File: config.mk
export PLATFORM = sky130hd
export DESIGN_NAME = ysyx_23060042_mem_arb
export DESIGN_NICKNAME = d
export VERILOG_FILES = /design/src/rtl/ysyx_23060042_mem_arb_pkg.sv /design/src/rtl/ysyx_23060042_mem_arb_sel.sv /design/src/rtl/ysyx_23060042_mem_arb.sv
export SDC_FILE = /design/constraint.sdc
export NUM_CORES = 1
export LEC_CHECK = 0
export BUFFER_PORTS_ARGS = -buffer_cell sky130_fd_sc_hd__buf_2
export CORE_AREA = 2 2 110 112
export CTS_BUF_LIST = sky130_fd_sc_hd__clkbuf_16
export CTS_CLUSTER_SIZE = 8
export DETAILED_ROUTE_END_ITERATION = 8
export DIE_AREA = 0 0 112 114
export PLACE_DENSITY = 0.71
export SETUP_SLACK_MARGIN = 0.15
export SYNTH_ARGS = -nofsm -noshare
export SYNTH_HDL_FRONTEND = slang
export SYNTH_SLANG_ARGS = --single-unit
File: constraint.sdc
create_clock -name clk -period 1.75 [get_ports clk]
set_input_delay 0.35 -clock clk [delete_from_list [all_inputs] [get_ports clk]]
set_output_delay 0.35 -clock clk [all_outputs]
set_load 0.03 [all_outputs]
File: src/rtl/ysyx_23060042_mem_arb_pkg.sv
// Shared types for the IFU/LSU memory arbiter: FSM states, transaction owner
// and the request payload that is held stable toward memory.
package ysyx_23060042_mem_arb_pkg;

    localparam int ARB_ADDR_W = 32;
    localparam int ARB_DATA_W = 32;
    localparam int ARB_MASK_W = ARB_DATA_W / 8;

    typedef enum logic [1:0] {
        IDLE,
        REQ,
        WAIT,
        RESP
    } state_t;

    typedef enum logic {
        OWN_IFU,
        OWN_LSU
    } owner_t;

    typedef struct packed {
        logic [ARB_ADDR_W-1:0] addr;
        logic                  wen;
        logic [ARB_DATA_W-1:0] wdata;
        logic [ARB_MASK_W-1:0] wmask;
    } req_t;

endpackage

File: src/rtl/ysyx_23060042_mem_arb_sel.sv
// Combinational grant selector. Fixed LSU-over-IFU priority by default;
// round-robin on ties when YSYX_23060042_MEM_ARB_RR_EN is defined.
module ysyx_23060042_mem_arb_sel
    import ysyx_23060042_mem_arb_pkg::*;
(
    input  logic ifu_valid,
    input  logic lsu_valid,
    input  logic last_grant,
    output logic grant,
    output logic grant_valid
);

    // On a tie the round-robin build hands the grant to whoever did not win last
    always_comb begin
        grant_valid = ifu_valid | lsu_valid;
        grant       = OWN_IFU;
`ifdef YSYX_23060042_MEM_ARB_RR_EN
        if (ifu_valid && lsu_valid) begin
            grant = (last_grant == OWN_LSU) ? OWN_IFU : OWN_LSU;
        end else if (lsu_valid) begin
            grant = OWN_LSU;
        end
`else
        if (lsu_valid) begin
            grant = OWN_LSU;
        end
`endif
    end

`ifndef YSYX_23060042_MEM_ARB_RR_EN
    logic unused_last_grant;
    assign unused_last_grant = last_grant;
`endif

endmodule

File: src/rtl/ysyx_23060042_mem_arb.sv
// Single-outstanding IFU/LSU arbiter in front of the one memory port.
// Define YSYX_23060042_MEM_ARB_RR_EN to build round-robin tie breaking.
module ysyx_23060042_mem_arb
    import ysyx_23060042_mem_arb_pkg::*;
#(
    parameter int ADDR_W = ARB_ADDR_W,
    parameter int DATA_W = ARB_DATA_W
) (
    input  logic                clk,
    input  logic                rst,

    input  logic                ifu_req_valid,
    output logic                ifu_req_ready,
    input  logic [ADDR_W-1:0]   ifu_addr,
    output logic                ifu_resp_valid,
    input  logic                ifu_resp_ready,
    output logic [DATA_W-1:0]   ifu_rdata,

    input  logic                lsu_req_valid,
    output logic                lsu_req_ready,
    input  logic [ADDR_W-1:0]   lsu_addr,
    input  logic                lsu_wen,
    input  logic [DATA_W-1:0]   lsu_wdata,
    input  logic [DATA_W/8-1:0] lsu_wmask,
    output logic                lsu_resp_valid,
    input  logic                lsu_resp_ready,
    output logic [DATA_W-1:0]   lsu_rdata,

    output logic                mem_req_valid,
    input  logic                mem_req_ready,
    output logic [ADDR_W-1:0]   mem_addr,
    output logic                mem_wen,
    output logic [DATA_W-1:0]   mem_wdata,
    output logic [DATA_W/8-1:0] mem_wmask,
    input  logic                mem_resp_valid,
    output logic                mem_resp_ready,
    input  logic [DATA_W-1:0]   mem_rdata,

    output logic                arb_busy
);

    state_t            state;
    state_t            state_next;
    owner_t            owner_q;
    req_t              payload_q;
    logic [DATA_W-1:0] rdata_q;
    logic              grant;
    logic              grant_valid;
    logic              last_grant;
    logic              accept;
    logic              owner_resp_ready;

    // The history register only exists when tie breaking needs it
`ifdef YSYX_23060042_MEM_ARB_RR_EN
    owner_t last_grant_q;

    always_ff @(posedge clk) begin
        if (rst) begin
            last_grant_q <= OWN_IFU;
        end else if (accept) begin
            last_grant_q <= owner_t'(grant);
        end
    end

    assign last_grant = last_grant_q;
`else
    assign last_grant = OWN_IFU;
`endif

    ysyx_23060042_mem_arb_sel u_sel (
        .ifu_valid   (ifu_req_valid),
        .lsu_valid   (lsu_req_valid),
        .last_grant  (last_grant),
        .grant       (grant),
        .grant_valid (grant_valid)
    );

    assign accept           = (state == IDLE) && grant_valid && !rst;
    assign owner_resp_ready = (owner_q == OWN_LSU) ? lsu_resp_ready : ifu_resp_ready;

    always_ff @(posedge clk) begin
        if (rst) begin
            state <= IDLE;
        end else begin
            state <= state_next;
        end
    end

    always_comb begin
        state_next = state;
        case (state)
            IDLE:    if (accept)           state_next = REQ;
            REQ:     if (mem_req_ready)    state_next = WAIT;
            WAIT:    if (mem_resp_valid)   state_next = RESP;
            RESP:    if (owner_resp_ready) state_next = IDLE;
            default:                       state_next = IDLE;
        endcase
    end

    // Fetches carry no store data, so their write fields are latched as zero
    always_ff @(posedge clk) begin
        if (rst) begin
            owner_q   <= OWN_IFU;
            payload_q <= '0;
            rdata_q   <= '0;
        end else begin
            if (accept) begin
                owner_q <= owner_t'(grant);
                if (grant == OWN_LSU) begin
                    payload_q <= '{addr: lsu_addr, wen: lsu_wen, wdata: lsu_wdata, wmask: lsu_wmask};
                end else begin
                    payload_q <= '{addr: ifu_addr, wen: 1'b0, wdata: '0, wmask: '0};
                end
            end
            if ((state == WAIT) && mem_resp_valid) begin
                rdata_q <= mem_rdata;
            end
        end
    end

    always_comb begin
        ifu_req_ready  = 1'b0;
        lsu_req_ready  = 1'b0;
        mem_req_valid  = 1'b0;
        mem_resp_ready = 1'b0;
        ifu_resp_valid = 1'b0;
        lsu_resp_valid = 1'b0;
        case (state)
            IDLE: begin
                ifu_req_ready = accept && (grant == OWN_IFU);
                lsu_req_ready = accept && (grant == OWN_LSU);
            end
            REQ:  mem_req_valid  = 1'b1;
            WAIT: mem_resp_ready = 1'b1;
            RESP: begin
                ifu_resp_valid = (owner_q == OWN_IFU);
                lsu_resp_valid = (owner_q == OWN_LSU);
            end
            default: ;
        endcase
    end

    assign arb_busy  = (state != IDLE);
    assign mem_addr  = payload_q.addr;
    assign mem_wen   = payload_q.wen;
    assign mem_wdata = payload_q.wdata;
    assign mem_wmask = payload_q.wmask;
    assign ifu_rdata = rdata_q;
    assign lsu_rdata = rdata_q;

endmodule

==> run summary <==
## Outcome
• finished clean — outcome

## Route
• 208 — iteration-0 DRC count of the detailed router
• 0 — final antenna-violating net count
• 4.83 — detailed-route vias per instance
• 4 — first drt pass iteration count
• 12.4 mm — wire length after detailed routing
• 4223 — overall via count from detail_route
• 14.1 um — detail-routed net length per standard cell
• 0 — post-detailed-route DRC marker count

## Synth
• sky130_fd_sc_hd__dfxtp_1 — most common cell in the synthesized netlist
• 0 — share of flip-flops with an asynchronous set or reset after synthesis
• sky130_fd_sc_hd__dfxtp_1 (104), sky130_fd_sc_hd__nor2_1 (71), sky130_fd_sc_hd__nand2_1 (69), sky130_fd_sc_hd__a21oi_1 (37), sky130_fd_sc_hd__a22oi_1 (37) — most frequent cells after synthesis
• 8.84 um2 — mean post-synth cell area
• 476 — Syn Inst Count
• 622 — post-synthesis net count
• 0.495 — sequential cell area fraction in the yosys report
• 0 — EDFF count, synth
• sky130_fd_sc_hd__dfxtp_1 — area leader, netlist
• 0 — Yosys warning count
• 0.495 — post-synth top area share
• sky130_fd_sc_hd__dfxtp_1 (49%), sky130_fd_sc_hd__mux2i_1 (6.9%), sky130_fd_sc_hd__a22oi_1 (6.6%) — cells taking the most area after synthesis
• 26 — post-synth cell types
• sky130_fd_sc_hd__dfxtp_1 — top flip-flop cell by instance count after synthesis
• 4210 um2 — Post-Syn Area
• 104 — flops & latches, synth

## Setup path
• 1400 ps — Data required, critical path
• reg -> out — Crit Path Category
• 3 — largest fanout of any net on the critical path
• 1330 ps — arrival time reported for the critical path endpoint
• sky130_fd_sc_hd__buf_6 — Top cell by count, worst path
• sky130_fd_sc_hd__dfxtp_4 — highest-delay cell along the critical path
• flip-flop — Setup crit start kind
• 360 ps — highest cell delay on the worst timing path
• primary output — category of the worst setup path capture point
• inv_4 > ha_4 > buf_6 > and4_1 > buf_6 — crit path cell chain

## STA
• 1680 ps — Tmin final
• 0 — number of endpoints failing setup at the final stage
• 596 MHz — f_max
• 0.959 — post-route clock period utilization
• 0 ps — sum of negative setup slack
• 0.581 — headroom to the max-slew limit
• 621 ps — transition time of the tightest slew-check pin
• true — unrepaired setup endpoints after global routing
• 5.09 ps — Clock Skews
• 0 — fin. max-slew vios
• 0 — final hold violation count

## CTS
• 3 — CTS HTree Levels
• 0 — cts-stage hold buffer count
• sky130_fd_sc_hd__clkbuf_16 — buffer cell driving the clock tree root
• yes — CTS tree
• 340 ps — clock insertion delay at the later pin of the skew report
• 70 ps — clock-pin slew of the registers on the worst-case setup and hold paths
• 104 — Clock Sinks
• 2 — Clock Tree Buf Depth
• 9 — number of buffers created by CTS

## Cells and area
• 1128 — Filler cells
• 2090 um2 — sequential cell area in the final layout
• 43.0% — Layout Area Growth over Synthesis
• 0.462 — proportion of layout cells with a drive suffix above 1
• 0.514 — post-layout util
• 1760 um2 — multi-input gate area in the final layout
• 869 — number of nets at the end of the flow
• 0 — Diodes inserted

## Power and ir drop
• 1510 nW/um2 — P per Cell Area
• 3.01 nW — P_leak
• 821 uV — IR drop worst, VDD

## Flow run
• 0 — max capacitance violation total

## Global route
• 0 — initial antenna violation count
• 0 — leftover overflow at the end of global routing
• 19.0 mm — global-route wire length before repair
• 0.182 — combined global-route utilization of all metal layers
• 97 — largest net degree at the start of global routing
• 3919 — number of global-route vias before repair

## Min path
• in -> reg — worst min-delay path category

## Floorplan
• 281 — I/O pin total
• 112 um — die outline width
• 11700 um2 — core area
• 40 — standard-cell row count
• 12800 um2 — die outline area
• 0.359 — effective utilization at floorplan
• 114 um — Die Y

## Place
• 0.742 — global placement routability congestion
• 280 — I/O Buffers
• 9.05 mm — sum of net half-perimeters after detailed placement

## power by group
| group | switching [mW] | leakage [nW] | internal [mW] | total, mW |
|---|---|---|---|---|
| Combinational | 2.60 | 2.02 | 1.38 | 3.98 |
| Sequential | 0.275 | 0.851 | 2.86 | 3.13 |
| Clock | 0.867 | 0.140 | 1.10 | 1.96 |
| Total | 3.74 | 3.01 | 5.33 | 9.07 |
## state kept, by name, indices dropped and copies added (netlist names)
name	flops
state	2
mem_wen	1
owner_q	1
mem_addr	32
mem_wmask	4
mem_wdata	32
ifu_rdata	32
## repair_timing
item / in CTS / in global routing
buffers inserted: 9 / 2
resized for setup: 23 / 9
setup endpoints to repair: 38 / 47
pin swaps: 4 / 4
## per-layer routing
layer	global-route usage	routed length, um	vias up
li1	-	-	2086
met1	0.210	4950	1945
met2	0.332	6340	176
met3	0.0404	850	16
met4	0.0691	215	0
met5	0	0	-
## logic make-up (layout without fill, tap and decap cells)
kind of cell	Yosys count	in the layout	share of synthesized area
AO/OA/AOI/OAI	117	117	0.183
multiplexers	29	29	0.0690
adder cells (fa/ha/maj)	5	5	0.0149
flip-flops	104	104	0.495
AND/OR/NAND/NOR	146	146	0.136
buffers and inverters	75	327	0.103
## layout by cell type, fill, tap and decap left out, types with 2 or more instances in the layout
cell type                    count
sky130_fd_sc_hd__inv_1           6
sky130_fd_sc_hd__ha_4            3
sky130_fd_sc_hd__buf_12          2
sky130_fd_sc_hd__dfxtp_4         2
sky130_fd_sc_hd__a22oi_1        37
sky130_fd_sc_hd__nor2_1         71
sky130_fd_sc_hd__inv_4           2
sky130_fd_sc_hd__clkbuf_16       9
sky130_fd_sc_hd__nand2_1        69
sky130_fd_sc_hd__clkinvlp_4      3
sky130_fd_sc_hd__mux2i_1        29
sky130_fd_sc_hd__a21oi_1        36
sky130_fd_sc_hd__buf_4          21
sky130_fd_sc_hd__a211oi_1       28
sky130_fd_sc_hd__dfxtp_1       102
sky130_fd_sc_hd__o21ai_0         9
sky130_fd_sc_hd__buf_2         272
sky130_fd_sc_hd__buf_6           8
## cell type report
cell class,instances,area share
Clock buffer,9,0.0374
Clock inverter,7,0.0108
Inverter,7,0.00520
Multi-Input combinational cell,297,0.292
Sequential cell,104,0.347
Tap cell,147,0.0306
Timing Repair Buffer,304,0.276
## worst max-delay path: cells and delay by family (launching register included)
family | cells | cell delay, ps
simple gates | 1 | 180
buf+inv | 3 | 310
flops | 1 | 360
fa+ha+maj | 1 | 140
## stage by stage
step	hold WS [ps]	power [mW]	area, um2	instances	setup slack (ps)
2_1_floorplan	486	5.74	4230	476	105
3_3_place_gp	450	6.69	5550	848	178
3_5_place_dp	462	6.80	5550	848	84.1
4_1_cts	233	9.04	5980	873	79.5
5_1_grt	250	9.58	6020	875	18.5
6_report	245	9.07	6020	875	71.3
## final timing paths
check | cells after the start | startpoint | slack (ps) | endpoint
worst max-delay path | 5 | state[1]$_SDFFE_PP0P_ | 70 | ifu_req_ready
worst min register to register | 2 | ifu_rdata[19]$_SDFFE_PP0P_ | 470 | ifu_rdata[19]$_SDFFE_PP0P_
worst min-delay path | 3 | mem_rdata[28] | 240 | ifu_rdata[28]$_SDFFE_PP0P_
worst max register to register | 7 | state[0]$_SDFFE_PP0P_ | 110 | state[1]$_SDFFE_PP0P_
No activity file was read; power rests on OpenSTA's default activity.
